==> src/rtl/connect_four_pkg.sv <==
// Shared Connect-Four types: line direction codes, player codes, board size, sequencer states.
// Types only; no latency and no backpressure.
package connect_four_pkg;

    localparam int DEF_ROWS = 6;
    localparam int DEF_COLS = 7;

    typedef enum logic [3:0] {
        DIR_NONE         = 4'd0,
        DOWN             = 4'd1,
        ROW_1            = 4'd2,
        ROW_2            = 4'd3,
        ROW_3            = 4'd4,
        ROW_4            = 4'd5,
        DIAG_RIGHT_UP_1  = 4'd6,
        DIAG_RIGHT_UP_2  = 4'd7,
        DIAG_RIGHT_UP_3  = 4'd8,
        DIAG_RIGHT_UP_4  = 4'd9,
        DIAG_LEFT_DOWN_1 = 4'd10,
        DIAG_LEFT_DOWN_2 = 4'd11,
        DIAG_LEFT_DOWN_3 = 4'd12,
        DIAG_LEFT_DOWN_4 = 4'd13
    } dir_e;

    localparam logic [3:0] DIR_FIRST = 4'd1;
    localparam logic [3:0] DIR_LAST  = 4'd13;

    typedef enum logic [1:0] {
        EMPTY = 2'd0,
        P1    = 2'd1,
        P2    = 2'd2
    } player_e;

    typedef enum logic [2:0] {
        IDLE   = 3'd0,
        SELECT = 3'd1,
        START  = 3'd2,
        WAIT   = 3'd3,
        DONE   = 3'd4
    } seq_state_e;

endpackage

==> src/rtl/win_check_sequencer_if.sv <==
// Start/finish link between the win-check sequencer and the direction checker.
// Single-cycle start pulse; checker answers with a finished pulse, no other backpressure.
interface win_check_sequencer_if;
    logic       dc_start;
    logic [2:0] dc_row;
    logic [2:0] dc_col;
    logic [3:0] dc_direction;
    logic       dc_finished;
    logic [1:0] dc_winner;

    modport master (
        output dc_start, dc_row, dc_col, dc_direction,
        input  dc_finished, dc_winner
    );

    modport slave (
        input  dc_start, dc_row, dc_col, dc_direction,
        output dc_finished, dc_winner
    );
endinterface

==> src/rtl/direction_in_bounds.sv <==
// Decides whether all four cells of a line direction through (row,col) lie on the board.
// Purely combinational, zero latency, no backpressure.
module direction_in_bounds
    import connect_four_pkg::*;
#(
    parameter int ROWS = DEF_ROWS,
    parameter int COLS = DEF_COLS
) (
    input  logic [2:0] row,
    input  logic [2:0] col,
    input  logic [3:0] direction,
    output logic       valid
);

    localparam logic [4:0] ROWS_W = 5'(ROWS);
    localparam logic [4:0] COLS_W = 5'(COLS);

    logic [4:0] r;
    logic [4:0] c;
    logic [4:0] d;
    logic [4:0] k;

    // Inequalities are rearranged so nothing is subtracted from r or c;
    // 5-bit arithmetic then never wraps for any 3-bit coordinate.
    always_comb begin
        r     = {2'b00, row};
        c     = {2'b00, col};
        d     = {1'b0, direction};
        k     = 5'd0;
        valid = 1'b0;
        if (direction == DOWN) begin
            valid = (r >= 5'd3);
        end else if (direction >= ROW_1 && direction <= ROW_4) begin
            k     = d - 5'd1;
            valid = (c + k >= 5'd4) && (c + k <= COLS_W);
        end else if (direction >= DIAG_RIGHT_UP_1 && direction <= DIAG_RIGHT_UP_4) begin
            k     = d - 5'd5;
            valid = (r + k >= 5'd4) && (r + k <= ROWS_W) &&
                    (c + k >= 5'd4) && (c + k <= COLS_W);
        end else if (direction >= DIAG_LEFT_DOWN_1 && direction <= DIAG_LEFT_DOWN_4) begin
            k     = d - 5'd9;
            valid = (r + k >= 5'd4) && (r + k <= ROWS_W) &&
                    (c + 5'd5 <= COLS_W + k) && (c + 5'd1 >= k);
        end
    end

endmodule

==> src/rtl/win_check_sequencer.sv <==
// Walks the 13 line directions after a drop, issuing one checker transaction per on-board direction.
// 1 cycle per skipped direction, 2 + checker latency per issued one; new requests ignored while busy.
module win_check_sequencer
    import connect_four_pkg::*;
#(
    parameter int ROWS    = DEF_ROWS,
    parameter int COLS    = DEF_COLS,
    parameter int TIMEOUT = 16
) (
    input  logic                   clk,
    input  logic                   rst,
    input  logic                   check_req,
    input  logic [2:0]             drop_row,
    input  logic [2:0]             drop_col,
    win_check_sequencer_if.master  dc,
    output logic                   busy,
    output logic                   done,
    output logic                   win,
    output logic [1:0]             winner,
    output logic [3:0]             win_dir,
    output logic                   timeout_err
);

    localparam int WD_W = $clog2(TIMEOUT + 1);

    seq_state_e      state;
    logic [3:0]      dir_idx;
    logic [WD_W-1:0] wdog;
    logic            dir_valid;

    direction_in_bounds #(
        .ROWS (ROWS),
        .COLS (COLS)
    ) u_bounds (
        .row       (dc.dc_row),
        .col       (dc.dc_col),
        .direction (dir_idx),
        .valid     (dir_valid)
    );

    always_ff @(posedge clk) begin
        if (rst) begin
            state           <= IDLE;
            dir_idx         <= 4'd0;
            wdog            <= '0;
            dc.dc_start     <= 1'b0;
            dc.dc_row       <= 3'd0;
            dc.dc_col       <= 3'd0;
            dc.dc_direction <= 4'd0;
            busy            <= 1'b0;
            done            <= 1'b0;
            win             <= 1'b0;
            winner          <= 2'd0;
            win_dir         <= 4'd0;
            timeout_err     <= 1'b0;
        end else begin
            case (state)
                IDLE: begin
                    if (check_req) begin
                        dc.dc_row <= drop_row;
                        dc.dc_col <= drop_col;
                        dir_idx   <= DIR_FIRST;
                        win       <= 1'b0;
                        winner    <= 2'd0;
                        win_dir   <= 4'd0;
                        busy      <= 1'b1;
                        state     <= SELECT;
                    end
                end
                SELECT: begin
                    if (dir_idx > DIR_LAST) begin
                        win   <= 1'b0;
                        done  <= 1'b1;
                        state <= DONE;
                    end else if (dir_valid) begin
                        dc.dc_start     <= 1'b1;
                        dc.dc_direction <= dir_idx;
                        state           <= START;
                    end else begin
                        dir_idx <= dir_idx + 4'd1;
                    end
                end
                START: begin
                    dc.dc_start <= 1'b0;
                    wdog        <= WD_W'(TIMEOUT);
                    state       <= WAIT;
                end
                WAIT: begin
                    wdog <= wdog - WD_W'(1);
                    if (dc.dc_finished) begin
                        if (dc.dc_winner != EMPTY) begin
                            win     <= 1'b1;
                            winner  <= dc.dc_winner;
                            win_dir <= dir_idx;
                            done    <= 1'b1;
                            state   <= DONE;
                        end else begin
                            dir_idx <= dir_idx + 4'd1;
                            state   <= SELECT;
                        end
                    end else if (wdog == WD_W'(1)) begin
                        // Last budgeted cycle passed without an answer.
                        timeout_err <= 1'b1;
                        win         <= 1'b0;
                        done        <= 1'b1;
                        state       <= DONE;
                    end
                end
                DONE: begin
                    done  <= 1'b0;
                    busy  <= 1'b0;
                    state <= IDLE;
                end
                default: state <= IDLE;
            endcase
        end
    end

endmodule

==> src/flat_wrapper.sv <==
// flat-port wrapper written by rule: the top's interface ports become plain ports
module win_check_sequencer_flat import connect_four_pkg::*;
#(
    parameter int ROWS    = DEF_ROWS,
    parameter int COLS    = DEF_COLS,
    parameter int TIMEOUT = 16
)
  (clk, rst, check_req, drop_row, drop_col, busy, done, win, winner, win_dir, timeout_err, dc_dc_start, dc_dc_row, dc_dc_col, dc_dc_direction, dc_dc_finished, dc_dc_winner);
  win_check_sequencer_if dc_i ();
  input  logic clk;
  input  logic rst;
  input  logic check_req;
  input  logic [2:0] drop_row;
  input  logic [2:0] drop_col;
  output logic busy;
  output logic done;
  output logic win;
  output logic [1:0] winner;
  output logic [3:0] win_dir;
  output logic timeout_err;
  output wire logic [$bits(dc_i.dc_start)-1:0] dc_dc_start;
  output wire logic [$bits(dc_i.dc_row)-1:0] dc_dc_row;
  output wire logic [$bits(dc_i.dc_col)-1:0] dc_dc_col;
  output wire logic [$bits(dc_i.dc_direction)-1:0] dc_dc_direction;
  input wire logic [$bits(dc_i.dc_finished)-1:0] dc_dc_finished;
  input wire logic [$bits(dc_i.dc_winner)-1:0] dc_dc_winner;
  assign dc_dc_start = dc_i.dc_start;
  assign dc_dc_row = dc_i.dc_row;
  assign dc_dc_col = dc_i.dc_col;
  assign dc_dc_direction = dc_i.dc_direction;
  assign dc_i.dc_finished = dc_dc_finished;
  assign dc_i.dc_winner = dc_dc_winner;
  win_check_sequencer #(.ROWS(ROWS), .COLS(COLS), .TIMEOUT(TIMEOUT)) u_core (.clk(clk), .rst(rst), .check_req(check_req), .drop_row(drop_row), .drop_col(drop_col), .dc(dc_i), .busy(busy), .done(done), .win(win), .winner(winner), .win_dir(win_dir), .timeout_err(timeout_err));
endmodule
==> config.mk <==
export PLATFORM = sky130hd
export DESIGN_NAME = win_check_sequencer_flat
export DESIGN_NICKNAME = d
export VERILOG_FILES = /design/src/rtl/connect_four_pkg.sv /design/src/rtl/win_check_sequencer_if.sv /design/src/rtl/direction_in_bounds.sv /design/src/rtl/win_check_sequencer.sv /design/src/flat_wrapper.sv
export SDC_FILE = /design/constraint.sdc
export NUM_CORES = 1
export LEC_CHECK = 0
export BUFFER_PORTS_ARGS = -buffer_cell sky130_fd_sc_hd__buf_2
export CORE_MARGIN = 2
export CORE_UTILIZATION = 53
export DETAILED_ROUTE_END_ITERATION = 7
export PLACE_DENSITY_LB_ADDON = 0.25
export SLEW_MARGIN = 20
export SYNTH_ARGS = -nofsm -noshare
export SYNTH_HDL_FRONTEND = slang
export SYNTH_SLANG_ARGS = --single-unit
==> constraint.sdc <==
create_clock -name clk -period 3.4 [get_ports clk]
set_input_delay 0.68 -clock clk [delete_from_list [all_inputs] [get_ports clk]]
set_output_delay 0.68 -clock clk [all_outputs]
set_load 0.01 [all_outputs]
Yosys cells after proc, flatten, opt, wreduce, memory -nomap -nowiden
Index checks and enable logic that the tools add are counted.

Output and inout bits: 21. Bits of input ports: 12. Flip-flop bits (word level): 33. Word-level logic and storage cells: 131.

$add $sub $neg: 12. Magnitude comparators: 18. Bitwise logic cells: 2. Reduce and logical (&&, ||, !) cells: 28. Mux-type cells: 41. Equal/unequal tests: 17.

Operators with widths (count): two-way mux 4 bit (8); adder 3 x 5 -> 5 bit (4); >= comparator 5 x 3 -> 1 bit (second input constant) (4); less-or-equal comparator 5 x 3 -> 1 bit (second input constant) (4); two-way mux 3 bit (6); two-way mux 1 bit (15); one-hot mux 3 bit (4 select lines) (1); one-hot mux 4 bit (3 select lines) (1); AND reduction 3 bit (4); logical AND 1 bit (10); inequality test 2 bit (second input constant) (5); one-hot mux 5 bit (2 select lines) (1); nonzero test 2 bit (5); less-or-equal comparator 4 bit (second input constant) (2); one-hot mux 4 bit (2 select lines) (1); AND reduction 4 bit (2); equality test 3 x 2 -> 1 bit (second input constant) (2); two-way mux 2 bit (3); inequality test 2 x 1 -> 1 bit (second input constant) (3); inequality test 3 x 2 -> 1 bit (second input constant) (2); one-hot mux 1 bit (3 select lines) (2); AND reduction 6 bit (1); nonzero test 3 bit (2); adder 3 x 5 -> 5 bit (first input constant) (1); other kinds (26) (29).

Logic depth before layout (Yosys ltp)
Gate-level depths: netlist of run 1.

Depth after elaboration: 13. Depth in mapped cells: 15. Depth with buffers taken out: 13.

Hierarchy
Synthesis of run 1 repeated with hierarchy kept, for this count alone.

Cells, all modules: 301. Area total of the unflattened synthesis: 2522.4 um2.

Modules (own cells, without submodules): win_check_sequencer (sequential area each 660.6 um2, instances 1, area an instance 1562.7 um2, cells an instance 178); direction_in_bounds (sequential area each 0.0 um2, instances 1, area an instance 959.7 um2, cells an instance 123).

Worst setup path after synthesis of run 1
OpenSTA, ideal clock, no wires.

Kind: reg2reg. From: register u_core.dir_idx[1]. To: register u_core.state[0]. Period minus slack after synthesis: 3305 ps. Required time: 3280 ps. Slack: 95 ps. Data arrival time: 3185 ps. Library setup time: 120 ps. Stages on the path, launching flop included: 15. Path buffers: 2. Path through: dfxtp_1 > clkbuf_1 > inv_1 > ha_1 > buf_2 > xnor2_1 > inv_1 > ha_1 > nor2b_1 > or4_1 > a21oi_1 > nand4_1 > or2_4 > and3_4 > o31a_1.

Longest elaborated chain between the ends: 12. Elaborated cells on any way between the ends: 44. Classes of those cells: add/sub: 8; order compare: 17; eq/ne: 2; mux: 6; reduce/logical: 11.

RTL lines: start, declared (RTL line win_check_sequencer.sv:27) `logic [3:0] dir_idx;`; start signal, assigned (RTL line win_check_sequencer.sv:80) `dir_idx <= dir_idx + 4'd1;`; start signal, assigned (RTL line win_check_sequencer.sv:98) `dir_idx <= dir_idx + 4'd1;`; subtractor 4 x 4 -> 5 bit (RTL line direction_in_bounds.sv:41) `k = d - 5'd9;`; adder 3 x 5 -> 5 bit (RTL line direction_in_bounds.sv:42) `valid = (r + k >= 5'd4) && (r + k <= ROWS_W) &&`; >= comparator 5 x 3 -> 1 bit or less-or-equal comparator 5 x 3 -> 1 bit (tied branches) (RTL line direction_in_bounds.sv:42); logical AND 1 bit (2 in series) (RTL line direction_in_bounds.sv:42); logical AND 1 bit (RTL line direction_in_bounds.sv:43) `(c + 5'd5 <= COLS_W + k) && (c + 5'd1 >= k);`; two-way mux 1 bit (RTL line direction_in_bounds.sv:40) `end else if (direction >= DIAG_LEFT_DOWN_1 && direction <= DIAG_LEFT_DOWN_4) begin`; two-way mux 1 bit (RTL line direction_in_bounds.sv:36) `end else if (direction >= DIAG_RIGHT_UP_1 && direction <= DIAG_RIGHT_UP_4) begin`; two-way mux 1 bit (RTL line direction_in_bounds.sv:33) `end else if (direction >= ROW_1 && direction <= ROW_4) begin`; two-way mux 1 bit (RTL line direction_in_bounds.sv:31) `if (direction == DOWN) begin`; inequality test 3 x 1 -> 1 bit (no line); AND reduction 3 bit (no line); end signal, assigned (RTL line win_check_sequencer.sv:43) `state <= IDLE;`; end signal, assigned (RTL line win_check_sequencer.sv:67) `state <= SELECT;`; end signal, assigned (RTL line win_check_sequencer.sv:74) `state <= DONE;`; end, declared (RTL line win_check_sequencer.sv:26) `seq_state_e state;`.

Parallel ways exist; a longest one is shown, timed or not. A chain may end at the register's enable or synchronous reset.

Worst setup path after layout of run 1
Same ends and word-level chain as after synthesis.

==> results of run 1 <==
## per-stage QoR
stage	area [um2]	TNS [ns]	worst slack, ns
4_1_cts	2955	0	0.1708
3_5_place_dp	2869	0	0.1864
6_report	2965	0	0.2183
2_1_floorplan	2649	0	0.09502
5_1_grt	2965	-0.03042	-0.02356
3_3_place_gp	2869	0	0.2961
## power by group through the flow
stage          logic (mW)  registers [mW]  clock network, mW
2_1_floorplan       0.401           0.450                  0
3_3_place_gp        0.511           0.461                  0
3_5_place_dp        0.522           0.462                  0
4_1_cts             0.528           0.453              0.302
5_1_grt             0.607           0.460              0.318
6_report            0.536           0.455              0.303
## synth_stat cells, types with 5 or more instances
| master | n | area [um2] |
|---|---|---|
| or3_1 | 5 | 31.28 |
| xor2_1 | 5 | 43.79 |
| nor2_1 | 31 | 116.4 |
| a211oi_1 | 9 | 67.56 |
| nor2b_1 | 10 | 62.56 |
| nor3_1 | 5 | 25.02 |
| clkbuf_1 | 11 | 41.29 |
| o21ai_0 | 11 | 55.05 |
| o211ai_1 | 6 | 45.04 |
| nand3_1 | 9 | 45.04 |
| a21oi_1 | 22 | 110.1 |
| ha_1 | 32 | 400.4 |
| inv_1 | 24 | 90.09 |
| dfxtp_1 | 33 | 660.6 |
| mux2i_1 | 6 | 60.06 |
| nand2_1 | 23 | 86.33 |
## cells by family (layout without fill, tap and decap cells)
logic type | after synthesis | count (layout)
and+or+nand+nor | 111 | 111
AOI/OAI and AO/OA | 91 | 91
buffers and inverters | 42 | 72
adders and majority gates | 35 | 35
DFF | 33 | 33
xor gates and xnor gates | 8 | 8
muxes | 7 | 7
## flip-flops by register name (all words and copies together) (netlist names)
| register | count |
|---|---|
| u_core.busy | 1 |
| u_core.dc.dc_col | 3 |
| u_core.win | 1 |
| u_core.state | 3 |
| u_core.timeout_err | 1 |
| u_core.done | 1 |
| u_core.dc.dc_start | 1 |
| u_core.wdog | 5 |
| u_core.winner | 2 |
| u_core.win_dir | 4 |
| u_core.dc.dc_direction | 4 |
| u_core.dir_idx | 4 |
| u_core.dc.dc_row | 3 |
## metal layers
metal  track usage (%)  up-vias  wire, um
li1                  -     1237         -
met1             36.68     1174      3210
met2             38.05       66      2905
met3             4.016        7       352
met4             6.746        0        70
met5                 0        -         0
## repair_timing
action,4_1_cts,5_1_grt
setup endpoints to repair,0,5
resized for setup,0,3
hold buffers,0,0
## cell type report
class                   count  area, um2  area share [%]
multi-input cells         252       1832           61.77
flip-flops and latches     33      660.6           22.28
repair buffers             38      205.2           6.920
inverters                  26      97.59           3.291
well taps                  67      83.83           2.827
clock buffers               5      68.82           2.321
clock inverters             3      17.52          0.5907
## worst max-delay path, stage by stage, from the launching register on
cell	delay (ns)
dfxtp_1	0.35
inv_1	0.14
ha_1	0.47
inv_1	0.13
ha_1	0.29
a21o_1	0.20
a2111oi_1	0.45
o21a_1	0.20
o2111ai_1	0.11
and2b_1	0.26
and3_4	0.21
o31a_1	0.26
## worst paths after layout
path / startpoint / to / depth (start not counted)
hold reg to reg: u_core.dc.dc_direction[0] / u_core.dc.dc_direction[0] / 2
setup / recovery: u_core.dir_idx[1] / u_core.state[0] / 11
setup reg to reg: u_core.dir_idx[1] / u_core.state[0] / 11
hold / removal: u_core.dc.dc_direction[0] / u_core.dc.dc_direction[0] / 2
==> qor.yml, run 1 <==
ys_seq_area_share_pct: 24.94
mostFrequentLayoutCells: "dfxtp_1 (33), ha_1 (32), buf_2 (32), nor2_1 (31), inv_1 (24)"
root_buffer: "clkbuf_8"
wl_per_cell_um: 15.42
p_sw_share_pct: 40.07
crit_required_ns: 3.59
port-buffer-count: 32
power.share.clock_pct: 23.4
clock_skew_ns: 0.007009
cts.htree.levels: 2
grt_antenna_before_repair: 0
synth_top_family_by_area: "compound AO/OA/AOI/OAI gates"
synth-xor-area-share_pct: 2.645
cts_setup_buffers: 0
p_switching_mw: 0.5183
synthMuxAreaShare_pct: 2.692
rows: 25
firstDrtPassIters: 4
synth_ff_type: "dfxtp_1"
p_comb_share_pct: 41.4
n_fill_cell: 446
end_kind: "flip-flop"
finalHoldViolCount: 0
vias: 2484
syn-mean-instance-area_um2: 8.100
maxSlewHeadroom_pct: 37.22
ys_types: 65
slew_viol_final: 0
setup_viol: 0
layout_commonest_cell: "dfxtp_1"
worstPathArrival_ns: 3.37
syn_nets: 374
status: "complete, no violations"
synth_edf_count: 0
cts_tree: "built"
yosys.area_share.adder_pct: 17.38
cts.sinks: 33
core_um2: 4786
max_cap_viol_count: 0
hold_class: "reg -> reg"
grt_max_degree: 28
pwr-share-seq_pct: 35.2
grt_pass1_vias: 2308
die_area_um2: 5579
cts_buffer_depth: 2
start_util_pct: 55.35
synth-simple-area-share_pct: 21.54
synth_compound_area_share_pct: 24.52
period_share_pct: 93.58
tightest_slew_ns: 0.9376
synthArstFlopShare_pct: 0
cp-start-kind: "flip-flop"
grt_use_total_pct: 24.94
synthesis.instances: 327
path_max_fanout: 6
ir_drop_uv: 298.3
final_util_pct: 61.96
grt_pass1_wl_um: 10750
netlist_area_um2: 2649
p_total_mw: 1.293
powerDensity_nw_per_um2: 436.2
overflow: 0
dp.final_hpwl_um: 4901
clk_latency_ns: 0.29
cts_made_buffers: 5
io_pins: 33
hold-worst-slack_ns: 0.4548
fin_crit_ns: 3.182
nNetsFinal: 403
dp.cells: 416
path_class: "reg -> reg"
ant_nets: 0
p_int_mw: 0.7752
drive_gt1_share_pct: 15.69
clkTransAtPathRegs_ns: 0.08
max_freq_ghz: 0.3143
n_antenna_cell: 0
gp_congestion: 0.8817
die_w_um: 74.70
drt_iter0_drc: 200
die_h_um: 74.70
drc: 0
synth_seq_cells: 33
yosys_warnings: 0
layout.cells.non_filler: 424
r2r_slack_ns: 0.22
area_growth_pct: 11.95
wirelength_um: 6538
avgViaCountPerCell: 5.858
leakage_nw: 1.245
(Power assumes the default switching activity.)
==> inputs of run 2 (changes only) <==
--- a/config.mk
+++ b/config.mk
@@ -7,7 +7,7 @@
 export LEC_CHECK = 0
 export BUFFER_PORTS_ARGS = -buffer_cell sky130_fd_sc_hd__buf_2
 export CORE_MARGIN = 2
-export CORE_UTILIZATION = 53
+export CORE_UTILIZATION = 57
 export DETAILED_ROUTE_END_ITERATION = 7
 export PLACE_DENSITY_LB_ADDON = 0.25
 export SLEW_MARGIN = 20
==> constraint.sdc (replaced) <==
create_clock -name clk -period 3.98 [get_ports clk]
set_input_delay 0.796 -clock clk [delete_from_list [all_inputs] [get_ports clk]]
set_output_delay 0.796 -clock clk [all_outputs]
set_load 0.01 [all_outputs]
==> run 2 against run 1 <==
Compared with the run above: core utilization up 4.7 points; total power shrank 11%; sequential share of layout area up 0.16 points; setup slack better by 0.44 ns; count of clock-buffer cells in the layout grew 2; critical path depth increased by 2; sequential power down 15%; critical path type unchanged; critical endpoint is now u_core.dir_idx[2].
==> qor.yml, run 2 (same netlist as run 1, synthesis figures left out) <==
status: "complete, no violations"
vias: 2416  # -2.7%
avgViaCountPerCell: 5.951  # +1.6%
wirelength_um: 6065  # -7.2%
worstPathArrival_ns: 3.50  # +0.13 ns
n_antenna_cell: 0  # unchanged
n_fill_cell: 365  # -18%
period_share_pct: 83.50  # -10 points
post-place-ws_ns: 0.6966  # +0.5102 ns
grt_pass1_wl_um: 10280  # -4.4%
grt_pass1_vias: 2175  # -5.8%
top_register: "u_core.wdog"
rows: 24  # -4.0%
dp.final_hpwl_um: 4485  # -8.5%
cts_setup_buffers: 0  # unchanged
maxSlewHeadroom_pct: 35.96  # -1.3 points
die_h_um: 72.17  # -3.4%
cts.sinks: 33  # unchanged
slew_viol_final: 0  # unchanged
firstDrtPassIters: 5  # +1
drt_iter0_drc: 185  # -7.5%
powerDensity_nw_per_um2: 391.6  # -10%
grt_use_total_pct: 24.79  # -0.15 points
ctsHoldBuffers: 0  # unchanged
cp-start-kind: "flip-flop"
fin_ws_ns: 0.6567  # +0.4384 ns
drive_gt1_share_pct: 14.12  # -1.6 points
grt_antenna_before_repair: 0  # unchanged
path_class: "reg -> reg"
end_kind: "flip-flop"
ir_drop_uv: 252.0  # -16%
cts_tree: "built"
cts_buffer_depth: 2  # unchanged
root_buffer: "clkbuf_8"
path_max_fanout: 11  # +5
die_area_um2: 5209  # -6.6%
nNetsFinal: 400  # -0.74%
area_growth_pct: 11.15
p_total_mw: 1.153  # -11%
layout_commonest_cell: "dfxtp_1"
cts_resized: 0  # unchanged
port-buffer-count: 32  # unchanged
rsz0062_at_grt: "no"
io_pins: 33  # unchanged
hold_class: "reg -> reg"
crit_required_ns: 4.16  # +0.57 ns
start_util_pct: 60.01  # +4.7 points
overflow: 0  # unchanged
cts.htree.levels: 2  # unchanged
drc: 0  # unchanged
tightest_slew_ns: 0.9564  # +0.01871 ns
max_cap_viol_count: 0  # unchanged
mostFrequentLayoutCells: "dfxtp_1 (33), ha_1 (32), buf_2 (32), nor2_1 (31), inv_1 (24)"
finalHoldViolCount: 0  # unchanged
ant_nets: 0  # unchanged
grt_max_degree: 28  # unchanged
die_w_um: 72.17  # -3.4%
core_um2: 4414  # -7.8%
setup_viol: 0  # unchanged
max_freq_ghz: 0.3009  # -4.3%
fin_crit_ns: 3.323  # +0.1416 ns
clock_skew_ns: 0.004763  # -0.002247 ns
hold-worst-slack_ns: 0.4549  # +0.00008800 ns
gp_congestion: 0.9128  # +3.5%
clkTransAtPathRegs_ns: 0.07  # about the same
wl_per_cell_um: 14.94  # -3.1%
largest_register_ffs: 5  # unchanged
final_util_pct: 66.70  # +4.7 points
cts_made_buffers: 5  # unchanged
leakage_nw: 1.239  # -0.48%
clk_latency_ns: 0.28  # about the same
tns_ns: 0  # unchanged
## run 2: worst paths after layout
path / from / end / slack (ns) / cells past startpoint
hold reg to reg: u_core.win_dir[1] / u_core.win_dir[1] / 0.45 / 2
setup reg to reg: u_core.dir_idx[0] / u_core.dir_idx[2] / 0.66 / 13
hold / removal: u_core.win_dir[1] / u_core.win_dir[1] / 0.45 / 2
setup / recovery: u_core.dir_idx[0] / u_core.dir_idx[2] / 0.66 / 13
## run 2: area by class of cell
cell class / instances / area, um2 / share of cell area (%)
multi-input cells: 252 / 1822 / 61.88
flip-flops and latches: 33 / 660.6 / 22.44
repair buffers: 35 / 182.7 / 6.205
inverters: 26 / 97.59 / 3.315
clock buffers: 7 / 86.33 / 2.932
well taps: 52 / 65.06 / 2.210
clock inverters: 1 / 30.03 / 1.020
## run 2: per-stage QoR
stage,std cells,cell area [um2]
2_1_floorplan,327,2649
3_3_place_gp,398,2828
3_5_place_dp,398,2828
6_report,406,2944
5_1_grt,406,2944
4_1_cts,406,2944
## run 2: routing by layer
metal  track usage [%]  share of wire, %
met1             36.89                50
met2             36.49                43
met3             4.306               5.3
met4             7.547               1.3
met5                 0                 0
## run 2: power breakdown
group	internal (mW)	switching, mW	leakage, nW
combinational	0.179	0.261	0.912
clock	0.204	0.123	0.0585
sequential	0.353	0.0326	0.268
total	0.736	0.417	1.24
## run 2: critical path, cell delays in order (launching register included)
cell and delay [ns]:
dfxtp_1 0.31, inv_1 0.31, ha_1 0.39, xnor2_1 0.18, inv_1 0.11, a211oi_1 0.31
xor2_1 0.18, ha_1 0.25, nand4_1 0.10, o21ai_1 0.07, a211oi_1 0.33, or2_4 0.24
a21oi_1 0.11, o41ai_1 0.32
==> inputs of run 3 (changes only) <==
==> constraint.sdc (replaced) <==
create_clock -name clk -period 3.3 [get_ports clk]
set_input_delay 0.66 -clock clk [delete_from_list [all_inputs] [get_ports clk]]
set_output_delay 0.66 -clock clk [all_outputs]
set_load 0.01 [all_outputs]
==> run 3 against run 2 <==
Compared with the run above: clock power increased by 41%; non-clock buffer count increased by 8; via count increased by 5.5%; critical endpoint is now u_core.state[0]; highest routed layer unchanged.
==> qor.yml, run 3 (same netlist as run 1, synthesis figures left out) <==
status: "complete, no violations"
cts_setup_buffers: 0  # unchanged
die_w_um: 72.17  # unchanged
tightest_slew_ns: 0.6600  # -0.2963 ns
period_share_pct: 94.69  # +11 points
clk_latency_ns: 0.30  # +0.02 ns
grt_pass1_wl_um: 11250  # +9.4%
grt_antenna_before_repair: 0  # unchanged
hold_class: "reg -> reg"
drc: 0  # unchanged
setup_viol: 0  # unchanged
hp-start: "u_core.dc.dc_direction[2]"
avgViaCountPerCell: 6.159  # +3.5%
port-buffer-count: 32  # unchanged
max_freq_ghz: 0.3200  # +6.4%
drive_gt1_share_pct: 17.40  # +3.3 points
ir_drop_uv: 328.1  # +30%
overflow: 0  # unchanged
start_util_pct: 60.01  # unchanged
largest_register_ffs: 5  # unchanged
grt_max_degree: 28  # unchanged
dp.cells: 406  # +2.0%
path_max_fanout: 6  # -5
final_cell_area_um2: 3042  # +3.3%
cts_tree: "built"
p_switching_mw: 0.5386  # +29%
gp_congestion: 0.9798  # +7.3%
area_growth_pct: 14.83
firstDrtPassIters: 5  # unchanged
cp-start-kind: "flip-flop"
clock_skew_ns: 0.006638  # +0.001876 ns
drt_iter0_drc: 137  # -26%
p_int_mw: 0.9655  # +31%
top_register: "u_core.wdog"
rows: 24  # unchanged
grt_pass1_vias: 2433  # +12%
die_h_um: 72.17  # unchanged
die_area_um2: 5209  # unchanged
grt_use_total_pct: 26.99  # +2.2 points
leakage_nw: 1.293  # +4.4%
pwr-share-seq_pct: 30.4  # -3.1 points
fin_ws_ns: 0.1753  # -0.4814 ns
core_um2: 4414  # unchanged
crit_required_ns: 3.48  # -0.68 ns
cp_slowest_cell: "a2111oi_0"
p_total_mw: 1.504  # +30%
wl_per_cell_um: 15.89  # +6.4%
cts_buffer_depth: 2  # unchanged
finalHoldViolCount: 0  # unchanged
path_class: "reg -> reg"
ant_nets: 0  # unchanged
dp.final_hpwl_um: 4963  # +11%
cts.htree.levels: 2  # unchanged
path_cells: "inv_1, ha_2, inv_1, ha_1, a21o_1, a2111oi_0, o21a_1, o2111ai_1, and2b_1, and3_4, o31a_1"
final_util_pct: 68.91  # +2.2 points
end_kind: "flip-flop"
fin_crit_ns: 3.125  # -0.1986 ns
clkTransAtPathRegs_ns: 0.08  # about the same
layout.cells.non_filler: 414  # +2.0%
wirelength_um: 6580  # +8.5%
powerDensity_nw_per_um2: 494.5  # +26%
cts_resized: 0  # unchanged
r2r_slack_ns: 0.18  # -0.48 ns
nNetsFinal: 408  # +2.0%
p_sw_share_pct: 35.81  # -0.34 points
layout_commonest_cell: "dfxtp_1"
vias: 2550  # +5.5%
worstPathArrival_ns: 3.31  # -0.19 ns
slew_viol_final: 0  # unchanged
postPlaceCellArea_um2: 2888  # +2.1%
slowest_delay_ns: 0.47  # +0.08 ns
reg2reg_from: "u_core.dir_idx[0]"
p_comb_share_pct: 38.8  # +0.6 points
root_buffer: "clkbuf_8"
cts.sinks: 33  # unchanged
ctsHoldBuffers: 0  # unchanged
cts_made_buffers: 5  # unchanged
power.share.clock_pct: 30.7  # +2.3 points
post-place-ws_ns: 0.1560  # -0.5406 ns
critical_path.most_common_cell: "inv_1"
max_cap_viol_count: 0  # unchanged
mostFrequentLayoutCells: "dfxtp_1 (33), buf_2 (32), nor2_1 (31), ha_1 (31), inv_1 (24)"
n_antenna_cell: 0  # unchanged
io_pins: 33  # unchanged
maxSlewHeadroom_pct: 55.80  # +20 points
setup.worst_path.start: "u_core.dir_idx[0]"
==> run 3: worst paths after layout <==
path	endpoint	cells after the start
max	u_core.state[0]	11
min	u_core.dc.dc_direction[2]	2
max reg2reg	u_core.state[0]	11
min reg2reg	u_core.dc.dc_direction[2]	2
==> run 3: per-stage QoR <==
| step | TNS, ns | hold WS, ns |
|---|---|---|
| 2_1_floorplan | 0 | 0.4450 |
| 3_3_place_gp | 0 | 0.4413 |
| 3_5_place_dp | 0 | 0.4436 |
| 4_1_cts | 0 | 0.4594 |
| 5_1_grt | -0.0004601 | 0.4747 |
| 6_report | 0 | 0.4545 |
==> run 3: power by group through the flow <==
stage | Combinational, mW | Clock, mW | Sequential, mW
finish | 0.584 | 0.462 | 0.458
detailed placement | 0.561 | 0 | 0.466
floorplan | 0.413 | 0 | 0.463
CTS | 0.567 | 0.466 | 0.457
global placement | 0.547 | 0 | 0.465
global route | 0.657 | 0.479 | 0.463
==> run 3: layer usage <==
layer  global-route usage, %  routed length, um  up-vias
li1                        -                  -     1244
met1                   38.30               3113     1197
met2                   40.67               2864      100
met3                   5.417                508        9
met4                   9.644                 93        0
met5                       0                  0        -
==> run 3: layout make-up <==
type / instances / area, um2
inverters: 26 / 97.59
well taps: 52 / 65.06
flip-flops and latches: 33 / 660.6
fillers: 359 / 1373
clock buffers: 5 / 68.82
repair buffers: 43 / 242.7
clock inverters: 3 / 65.06
multi-input cells: 252 / 1842
==> run 3: worst max-delay path, delay by kind of cell, from the launching register on <==
kind	cells	cell delay [ns]
compound gates	5	1.24
simple gates	2	0.50
flops	1	0.33
buf+inv	2	0.22
fa+ha+maj	2	0.72
